File: config.mk
export PLATFORM = sky130hd
export DESIGN_NAME = multicycle_sequencer
export DESIGN_NICKNAME = d
export VERILOG_FILES = /design/src/rtl/scu_pkg.sv /design/src/rtl/seq_mem_timer.sv /design/src/rtl/multicycle_sequencer.sv
export SDC_FILE = /design/constraint.sdc
export NUM_CORES = 1
export LEC_CHECK = 0
export CAP_MARGIN = 0
export CORE_ASPECT_RATIO = 1.2
export CORE_MARGIN = 1.5
export CORE_UTILIZATION = 45
export CTS_CLUSTER_SIZE = 24
export DETAILED_ROUTE_END_ITERATION = 16
export MAX_ROUTING_LAYER = met4
export PLACE_DENSITY = 0.72
export SYNTH_ARGS = -nofsm -noshare
export SYNTH_HDL_FRONTEND = slang
export SYNTH_SLANG_ARGS = --single-unit
File: constraint.sdc
create_clock -name clk -period 2.8 [get_ports clk]
set_input_delay 0.56 -clock clk [delete_from_list [all_inputs] [get_ports clk]]
set_output_delay 0.56 -clock clk [all_outputs]
set_load 0.02 [all_outputs]
File: src/rtl/scu_pkg.sv
`default_nettype none
// ============================================================================
//  Module      : scu_pkg
//  Description : Shared opcodes, ALU function codes, PC source encodings and
//                the sequencer state type for the SCU multi-cycle control.
//  Revision    : 1.0 - initial release
// ============================================================================
package scu_pkg;

    // Instruction opcodes (instr[31:28])
    localparam logic [3:0] c_op_nop  = 4'b0000;
    localparam logic [3:0] c_op_st   = 4'b0011;
    localparam logic [3:0] c_op_add  = 4'b0100;
    localparam logic [3:0] c_op_inc  = 4'b0101;
    localparam logic [3:0] c_op_neg  = 4'b0110;
    localparam logic [3:0] c_op_sub  = 4'b0111;
    localparam logic [3:0] c_op_j    = 4'b1000;
    localparam logic [3:0] c_op_brz  = 4'b1001;
    localparam logic [3:0] c_op_jm   = 4'b1010;
    localparam logic [3:0] c_op_brn  = 4'b1011;
    localparam logic [3:0] c_op_ld   = 4'b1110;
    localparam logic [3:0] c_op_svpc = 4'b1111;

    // ALU function codes
    localparam logic [3:0] c_alu_add = 4'b0100;
    localparam logic [3:0] c_alu_inc = 4'b0101;
    localparam logic [3:0] c_alu_neg = 4'b0110;
    localparam logic [3:0] c_alu_sub = 4'b0111;

    // PC source select
    localparam logic [1:0] c_pc_inc = 2'b00;
    localparam logic [1:0] c_pc_reg = 2'b01;
    localparam logic [1:0] c_pc_mem = 2'b10;

    typedef enum logic [2:0] {
        S_IDLE   = 3'd0,
        S_FETCH  = 3'd1,
        S_DECODE = 3'd2,
        S_EXEC   = 3'd3,
        S_MEM    = 3'd4,
        S_WB     = 3'd5,
        S_HALT   = 3'd6
    } state_t;

    // Opcodes with no defined instruction
    function automatic logic is_illegal(input logic [3:0] op);
        return (op == 4'b0001) || (op == 4'b0010) ||
               (op == 4'b1100) || (op == 4'b1101);
    endfunction

    // ADD/INC/NEG/SUB occupy 01xx; only these update the flags
    function automatic logic is_alu_op(input logic [3:0] op);
        return op[3:2] == 2'b01;
    endfunction

endpackage
`default_nettype wire

File: src/rtl/seq_mem_timer.sv
`default_nettype none
// ============================================================================
//  Module      : seq_mem_timer
//  Description : Wait-cycle counter for a memory handshake. Cleared while no
//                request is outstanding or when the ack arrives; flags
//                expiry on the LIMIT-th consecutive un-acked request cycle.
//  Revision    : 1.0 - initial release
// ============================================================================
module seq_mem_timer #(
    parameter int LIMIT = 16
) (
    input  logic clk,
    input  logic rst,
    input  logic clr,
    input  logic en,
    output logic expired
);

    localparam int              c_w        = (LIMIT < 2) ? 1 : $clog2(LIMIT + 1);
    localparam logic [c_w-1:0]  c_limit_m1 = c_w'(LIMIT - 1);

    logic [c_w-1:0] r_count;

    // Count un-acked request cycles, holding at the limit
    always_ff @(posedge clk) begin
        if (rst || clr) begin
            r_count <= '0;
        end else if (en && !expired) begin
            r_count <= r_count + c_w'(1);
        end
    end

    assign expired = (r_count >= c_limit_m1);

endmodule
`default_nettype wire

File: src/rtl/multicycle_sequencer.sv
`default_nettype none
// ============================================================================
//  Module      : multicycle_sequencer
//  Description : FETCH/DECODE/EXEC/MEM/WB control FSM for the SCU datapath
//                sharing one memory port between fetch and data access. Holds
//                the Z/N flags, resolves branches, times out memory waits and
//                halts on illegal opcodes.
//  Revision    : 1.0 - initial release
// ============================================================================
module multicycle_sequencer
    import scu_pkg::*;
#(
    parameter int MEM_TIMEOUT = 16,
    parameter int CNT_W       = 16
) (
    input  logic             clk,
    input  logic             rst,
    input  logic [3:0]       opcode,
    input  logic             alu_z,
    input  logic             alu_n,
    input  logic             mem_ack,
    output logic             mem_req,
    output logic             mem_we,
    output logic             mem_addr_sel,
    output logic             ir_load,
    output logic             pc_write,
    output logic [1:0]       pc_src,
    output logic             reg_write,
    output logic             mem_to_reg,
    output logic             alu_src,
    output logic [3:0]       alu_op,
    output logic             svpc,
    output logic             halted,
    output logic             err_illegal,
    output logic             err_timeout,
    output logic [CNT_W-1:0] retired
);

    state_t           r_state;
    state_t           w_next_state;
    logic [3:0]       r_op;
    logic             r_z;
    logic             r_n;
    logic             r_err_illegal;
    logic             r_err_timeout;
    logic [CNT_W-1:0] r_retired;
    logic             w_wait_state;
    logic             w_timer_clr;
    logic             w_timer_en;
    logic             w_timer_expired;
    logic             w_retire;

    assign w_wait_state = (r_state == S_FETCH) || (r_state == S_MEM);
    assign w_timer_clr  = !w_wait_state || mem_ack;
    assign w_timer_en   = w_wait_state && !mem_ack;
    assign w_retire     = (w_next_state == S_FETCH) &&
                          ((r_state == S_EXEC) || (r_state == S_MEM) || (r_state == S_WB));

    seq_mem_timer #(
        .LIMIT (MEM_TIMEOUT)
    ) u_timer (
        .clk     (clk),
        .rst     (rst),
        .clr     (w_timer_clr),
        .en      (w_timer_en),
        .expired (w_timer_expired)
    );

    // State register
    always_ff @(posedge clk) begin
        if (rst) begin
            r_state <= S_IDLE;
        end else begin
            r_state <= w_next_state;
        end
    end

    // Latched opcode, condition flags, sticky error causes and retire count
    always_ff @(posedge clk) begin
        if (rst) begin
            r_op          <= c_op_nop;
            r_z           <= 1'b0;
            r_n           <= 1'b0;
            r_err_illegal <= 1'b0;
            r_err_timeout <= 1'b0;
            r_retired     <= '0;
        end else begin
            if (r_state == S_DECODE) begin
                r_op <= opcode;
                if (is_illegal(opcode)) begin
                    r_err_illegal <= 1'b1;
                end
            end
            if ((r_state == S_EXEC) && is_alu_op(r_op)) begin
                r_z <= alu_z;
                r_n <= alu_n;
            end
            if (w_wait_state && !mem_ack && w_timer_expired) begin
                r_err_timeout <= 1'b1;
            end
            if (w_retire) begin
                r_retired <= r_retired + CNT_W'(1);
            end
        end
    end

    // Next-state and control strobe decode
    always_comb begin
        w_next_state = r_state;
        mem_req      = 1'b0;
        mem_we       = 1'b0;
        mem_addr_sel = 1'b0;
        ir_load      = 1'b0;
        pc_write     = 1'b0;
        pc_src       = c_pc_inc;
        reg_write    = 1'b0;
        mem_to_reg   = 1'b0;
        alu_src      = 1'b0;
        alu_op       = c_alu_add;
        svpc         = 1'b0;
        halted       = 1'b0;

        case (r_state)
            S_IDLE: begin
                w_next_state = S_FETCH;
            end

            S_FETCH: begin
                mem_req = 1'b1;
                if (mem_ack) begin
                    ir_load      = 1'b1;
                    pc_write     = 1'b1;
                    pc_src       = c_pc_inc;
                    w_next_state = S_DECODE;
                end else if (w_timer_expired) begin
                    w_next_state = S_HALT;
                end
            end

            S_DECODE: begin
                w_next_state = is_illegal(opcode) ? S_HALT : S_EXEC;
            end

            S_EXEC: begin
                case (r_op)
                    c_op_add, c_op_sub: begin
                        alu_op       = r_op;
                        w_next_state = S_WB;
                    end
                    c_op_inc, c_op_neg: begin
                        alu_op       = r_op;
                        alu_src      = 1'b1;
                        w_next_state = S_WB;
                    end
                    c_op_ld, c_op_st: begin
                        alu_src      = 1'b1;
                        w_next_state = S_MEM;
                    end
                    c_op_jm: begin
                        w_next_state = S_MEM;
                    end
                    c_op_svpc: begin
                        w_next_state = S_WB;
                    end
                    c_op_j: begin
                        pc_write     = 1'b1;
                        pc_src       = c_pc_reg;
                        w_next_state = S_FETCH;
                    end
                    c_op_brz: begin
                        pc_write     = r_z;
                        pc_src       = r_z ? c_pc_reg : c_pc_inc;
                        w_next_state = S_FETCH;
                    end
                    c_op_brn: begin
                        pc_write     = r_n;
                        pc_src       = r_n ? c_pc_reg : c_pc_inc;
                        w_next_state = S_FETCH;
                    end
                    default: begin
                        w_next_state = S_FETCH;
                    end
                endcase
            end

            S_MEM: begin
                mem_req      = 1'b1;
                mem_addr_sel = 1'b1;
                mem_we       = (r_op == c_op_st);
                if (mem_ack) begin
                    if (r_op == c_op_ld) begin
                        w_next_state = S_WB;
                    end else begin
                        if (r_op == c_op_jm) begin
                            pc_write = 1'b1;
                            pc_src   = c_pc_mem;
                        end
                        w_next_state = S_FETCH;
                    end
                end else if (w_timer_expired) begin
                    w_next_state = S_HALT;
                end
            end

            S_WB: begin
                reg_write    = 1'b1;
                mem_to_reg   = (r_op == c_op_ld);
                svpc         = (r_op == c_op_svpc);
                w_next_state = S_FETCH;
            end

            S_HALT: begin
                halted = 1'b1;
            end

            default: begin
                w_next_state = S_IDLE;
            end
        endcase
    end

    assign err_illegal = r_err_illegal;
    assign err_timeout = r_err_timeout;
    assign retired     = r_retired;

endmodule
`default_nettype wire

; After elaboration in Yosys (flattened, before gate mapping)
; Cells that the tools add are included.
[totals]
n_memories = 0
mem_bits_ro = 0
input_bits = 9
mem_bits_rw = 0
regBits = 32
latchBits = 0
[op_classes]
n_mul = 0
add_sub_neg = 2
magnitude_cmp = 1
div = 0
shift = 0
muxes = 32
n_bitwise = 0
reduce_logical = 24
n_eq_ne = 23
[op_table]
columns = op, count
row1 = "== test 4 bit, second input constant", 8
row2 = one-hot mux 3 bit (6 select lines), 1
row3 = "adder 16 x 1 -> 16 bit, second input constant", 1
row4 = "== test 4 x 3 -> 1 bit, second input constant", 4
row5 = 2-to-1 mux 1 bit, 16
row6 = 2-to-1 mux 3 bit, 5
row7 = "== test 3 bit, second input constant", 3
row8 = one-hot mux 1 bit (3 select lines), 3
row9 = "== test 4 x 2 -> 1 bit, second input constant", 2
row10 = logical OR 1 bit, 8
row11 = 2-to-1 mux 4 bit, 2
row12 = OR reduction 4 bit, 2
row13 = "== test 3 x 1 -> 1 bit, second input constant", 2
row14 = "== test 3 x 2 -> 1 bit, second input constant", 2
row15 = 2-to-1 mux 2 bit, 3
row16 = one-hot mux 3 bit (2 select lines), 1
row17 = "adder 5 x 1 -> 5 bit, second input constant", 1
row18 = "greater-or-equal comparator 5 x 4 -> 1 bit, second input constant", 1
row19 = logical AND 1 bit, 5
row20 = OR reduction 5 bit, 1
row21 = "== test 4 x 1 -> 1 bit, second input constant", 1
row22 = one-hot mux 2 bit (2 select lines), 1
row23 = OR reduction 2 bit, 2
row24 = logical NOT 1 bit, 3
row25 = other kinds (4), 4

; Depth between registers and ports, before layout
[logic_depth]
depth_word = 8
ltp_mapped = 9
ltp_nobuf = 8

; By module
; Synthesis repeated with hierarchy kept, for this count alone.
[unflattened]
cells_unflattened = 227
area_unflattened_um2 = 1819.2
[by_module_without_submodules]
columns = mod, cells_per_inst, seq_area_each_um2, instances, area_per_inst_um2
row1 = multicycle_sequencer, 198, 540.5, 1, 1542.7
row2 = seq_mem_timer, 29, 100.1, 1, 276.5

; Worst setup path before layout
; OpenSTA, ideal clock, no wires.
[synth_path]
path_type = flip-flop to output port
startpoint = reg r_state[0]
endpoint = out pc_write
n_path_buf = 1
path_slack_ps = 532
arrival_time_ps = 1708
required_ps = 2240
stages_incl_launch_ff = 7
cell_sequence = dfxtp_1 buf_4 nand2b_1 nor2_1 nand3b_1 nor2_1 or3_1
[synth_via]
elab_chain_cells = 2
word_cells_on_any_way = 4
cone_classes = 3 x eq/ne / 1 x mux
[synth_rtl]
columns = item, line_no
row1 = "start, declared", multicycle_sequencer.sv:39  ; state_t r_state;
row2 = "start signal, assigned", multicycle_sequencer.sv:74  ; r_state <= w_next_state;
row3 = "== test 3 bit, or another cell as far along", multicycle_sequencer.sv:123  ; case (r_state)
row4 = one-hot mux 1 bit (3 select lines) (*), multicycle_sequencer.sv:123
row5 = "end, declared", multicycle_sequencer.sv:26  ; output logic pc_write,
; Every way passes the cells marked *; elsewhere a longest branch is shown, timed or not.

; Final worst setup path
[layout_path]
startpoint = reg r_state[2]
endpoint = out alu_op[1]
[layout_via]
elab_chain_cells = 2
[layout_rtl]
columns = item, line_no
row1 = == test 3 x 2 -> 1 bit, multicycle_sequencer.sv:123
row2 = 2-to-1 mux 4 bit, multicycle_sequencer.sv:123
row3 = "end, declared", multicycle_sequencer.sv:31  ; output logic [3:0] alu_op,
; Every way passes these cells.

==> impl_summary.log <==
INFO  metric post_route_cells_drive_above_1_share = 0.0852
INFO  metric postSynthAreaPerCell = 7.99 um2
INFO  metric post_drt_wl_per_cell = 12.8 um
INFO  metric power_leakage = 0.823 nW
INFO  metric drt_drc_violations_left = 0
INFO  metric setup_tns_final = 0 ns
INFO  metric clock_insertion_delay_worst_skew = between 0.2 and 0.3 ns
INFO  metric startpoint_type = flop
INFO  metric path_max_fanout = 9
INFO  metric r2r-start = u_timer.r_count[0]$_SDFFE_PP0P_
INFO  metric post-route-cell-area = 2400 um2
INFO  metric layout.area.seq = 641 um2
INFO  metric critical_path.slowest_cell = clkdlybuf4s50_1
INFO  metric synthToLayoutAreaGrowth = 30.8%
INFO  metric library_cell_occupying_the_most_area_in_the_post_synthesis_netlist = dfxtp_1
INFO  metric num_io_pins = 43
INFO  metric num_antenna_cells = 0
INFO  metric hold_ws = 0.474 ns
INFO  metric relative_max_transition_margin = 0.325
INFO  metric critPathArrivalTime = 2.06 ns
INFO  metric grt_pass1_wl = 6.82 mm
INFO  metric first_iteration_detailed_routing_drc_count = 105
INFO  metric layout_setup_ws = 0.177 ns
INFO  metric ys_ff_latch = 32
INFO  metric hold_path_startpoint = err_timeout$_SDFFE_PP0P_
INFO  metric tritoncts_num_sinks = 32
INFO  metric grt_pass1_vias = 1,539
INFO  metric worst_ep_required_time = 2.24 ns
INFO  metric filler_cells = 375
INFO  metric synth.yosys.seq_area_share = 0.349
INFO  metric synth.cell_area = 1840 um2
INFO  metric postLayoutCoreUtil = 0.610
INFO  metric layout_worst_path_cycle_share = 0.937
INFO  metric timing.hold.worst.class = flop to flop
INFO  metric hpwlAfterDp = approximately 2.9 mm
INFO  metric dominantRegCellSynth = dfxtp_1
INFO  metric start_util = 0.466
INFO  metric ys_top_cells_by_area = dfxtp_1, nor2_1, a21oi_1
INFO  metric cts_root_buf = clkbuf_8
INFO  metric timing.critical_path.cells = nand3b_1 > inv_1 > and3_1 > and2_1 > clkdlybuf4s50_1
INFO  metric synth_cell_types = 45
INFO  metric mappedNetlistNets = 242
INFO  metric timing.reg2reg.worst_path_depth = 8
INFO  metric drt.antenna.violating_nets = 0
INFO  metric fin_worst_skew = 0.00724 ns
INFO  metric cap_viol_max_count = 0
INFO  metric cts_tree = done
INFO  metric worst_path_largest_cell_delay = 0.59 ns
INFO  metric drtPass1Iterations = 4
INFO  metric die_x = 61.3 um
INFO  metric tightestPinTransition = slightly above 1 ns
INFO  metric place_area = 2280 um2
INFO  metric routed-via-count = roughly 1,800
INFO  metric grt.overflow.total = 0
INFO  metric asyncSetResetFlopFracSynth = 0
INFO  metric rsz0062_at_grt = false
INFO  metric power.density_cell_area = 445 nW/um2
INFO  metric cts-htree-levels = 2
INFO  metric timing.final.setup_violations = 0
INFO  metric number_of_synthesized_flops_with_an_enable_pin = 0
INFO  metric synth_top_area_share = 0.349
INFO  metric critPathCaptureType = output port
INFO  metric hold_end = err_timeout$_SDFFE_PP0P_
INFO  metric core_region_area = 3940 um2
INFO  metric largest_net_degree_at_the_start_of_global_routing = 22
INFO  metric die-area = between 4000 and 5000 um2
INFO  metric timing.fmax = 0.381 GHz
INFO  metric hold_viol = 0
INFO  metric synth-warning-count = 0
INFO  metric num_rows = 25
INFO  metric hold_buffers = 0
INFO  metric routabilityCongestion = 0.856
INFO  metric gr-max-usage-layer = met2
INFO  metric post_cts_clock_slew_at_the_launch_and_capture_registers_of_the_worst_setup_and_hold_paths = about 0.07 ns
INFO  metric peakVddDrop = 0.312 mV
INFO  metric final_max_slew_viol_count = 0
INFO  metric timing.hold.worst_path_depth = 2
INFO  metric cts_buffer_depth = 2
INFO  metric global_route.usage.met3 = 0.0443
INFO  metric timing_worst_setup_path_type = flop to output port
INFO  metric die_height = 73.0 um
INFO  metric dpl_worst_slack = 0.187 ns
INFO  metric worst_reg2reg_endpoint = retired[9]$_SDFFE_PP0P_
INFO  metric grt_use_total = 0.203
INFO  metric port_buffers = 40
INFO  metric route.final.wire_length = slightly above 4 mm
INFO  metric syn_inst = between 200 and 250
INFO  metric total_area_of_multi_input_combinational_cells = roughly 1100 um2
INFO  metric run_status = finished, final reports clean
INFO  metric groute.layer.met1.usage = 0.245
INFO  metric grt_use_met2 = 0.330
INFO  metric fin_crit = 2.62 ns
INFO  metric route.detailed.vias_per_inst = 5.43
INFO  metric layout.nets = between 200 and 300
INFO  metric netlist_top_cells_count = dfxtp_1, nor2_1, a21oi_1
INFO  metric grt_antenna_before_repair = 0
INFO  metric register_to_register_setup_slack = 0.42 ns
INFO  metric cts_inserted_buffers = 5
final cells by class:
| class | instances | share of cell area |
|---|---|---|
| Tap cell | 54 | 0.0281 |
| Clock buffer | 5 | 0.0286 |
| Inverter | 4 | 0.00625 |
| Multi-Input combinational cell | 176 | 0.450 |
| Sequential cell | 32 | 0.267 |
| Timing Repair Buffer | 50 | 0.203 |
| Clock inverter | 3 | 0.0177 |
layout by cell type (no fill, tap or decap), types with 2 or more instances in the layout:
cell	Yosys	layout
clkdlybuf4s50_1	0	40
nor2_1	32	32
dfxtp_1	32	32
a21oi_1	21	21
nand2_1	13	13
o31ai_1	12	12
or4_1	10	10
buf_4	4	9
nand2b_1	8	8
nor2b_1	7	7
nand3_1	6	6
and2_1	5	5
nor3_1	5	5
o21ai_0	5	5
clkbuf_8	0	5
inv_1	4	4
mux2i_1	4	4
nand3b_1	3	3
nor3b_1	3	3
nor4_1	3	3
or3_1	3	3
nand4_1	3	3
xor2_1	3	3
o31a_1	3	3
mux2_1	3	3
ha_1	3	3
and3_1	2	2
and4_1	2	2
o21a_1	2	2
conb_1	2	2
sequential cells by signal (all words and copies together) (netlist names):
register and count:
r_n 1, retired 16, u_timer.r_count 5, err_timeout 1
r_z 1, r_op 4, r_state 3, err_illegal 1
worst max path at each step:
stage / startpoint / end / cells past startpoint
2_1_floorplan: r_state[0]$_SDFF_PP0_ / pc_write / 6
3_3_place_gp: mem_ack / pc_write / 4
3_5_place_dp: mem_ack / retired[9]$_SDFFE_PP0P_ / 8
4_1_cts: r_state[2]$_SDFF_PP0_ / alu_op[1] / 5
5_1_grt: r_state[2]$_SDFF_PP0_ / mem_to_reg / 5
6_report: r_state[2]$_SDFF_PP0_ / alu_op[1] / 5
logic make-up after synthesis:
kind of cell | synth area share
and+or+nand+nor | 0.321
AOI/OAI and AO/OA | 0.184
DFF | 0.349
buffers and inverters | 0.0633
muxes | 0.0402
xor gates and xnor gates | 0.0191
adders and majority gates | 0.0204
other | 0.00409
per-layer routing:
layer,routed length [um],vias to the layer above
li1,-,902
met1,1930,806
met2,1930,46
met3,213,6
met4,59,0
met5,0,-
where the power goes:
group          leakage (nW)  total, mW  switching (mW)  internal (mW)
sequential            0.259      0.482          0.0155          0.466
combinational         0.510      0.144          0.0782         0.0660
clock                0.0541      0.444           0.181          0.263
per-stage QoR:
stage / power, mW / std cells
finish: 1.07 / 324
global route: 1.11 / 324
CTS: 1.08 / 323
detailed placement: 0.634 / 315
global placement: 0.633 / 315
floorplan: 0.584 / 230
critical path, delay by kind of cell (launching register included):
kind / cells / cell delay, ns
buffers and inverters: 2 / 0.73
and+or+nand+nor: 3 / 0.65
DFF: 1 / 0.38
what timing repair did:
item,4_1_cts,5_1_grt
setup buffers,0,1
setup endpoints to repair,0,3
gates resized for setup,0,0
No activity file was read; power rests on OpenSTA's default activity.
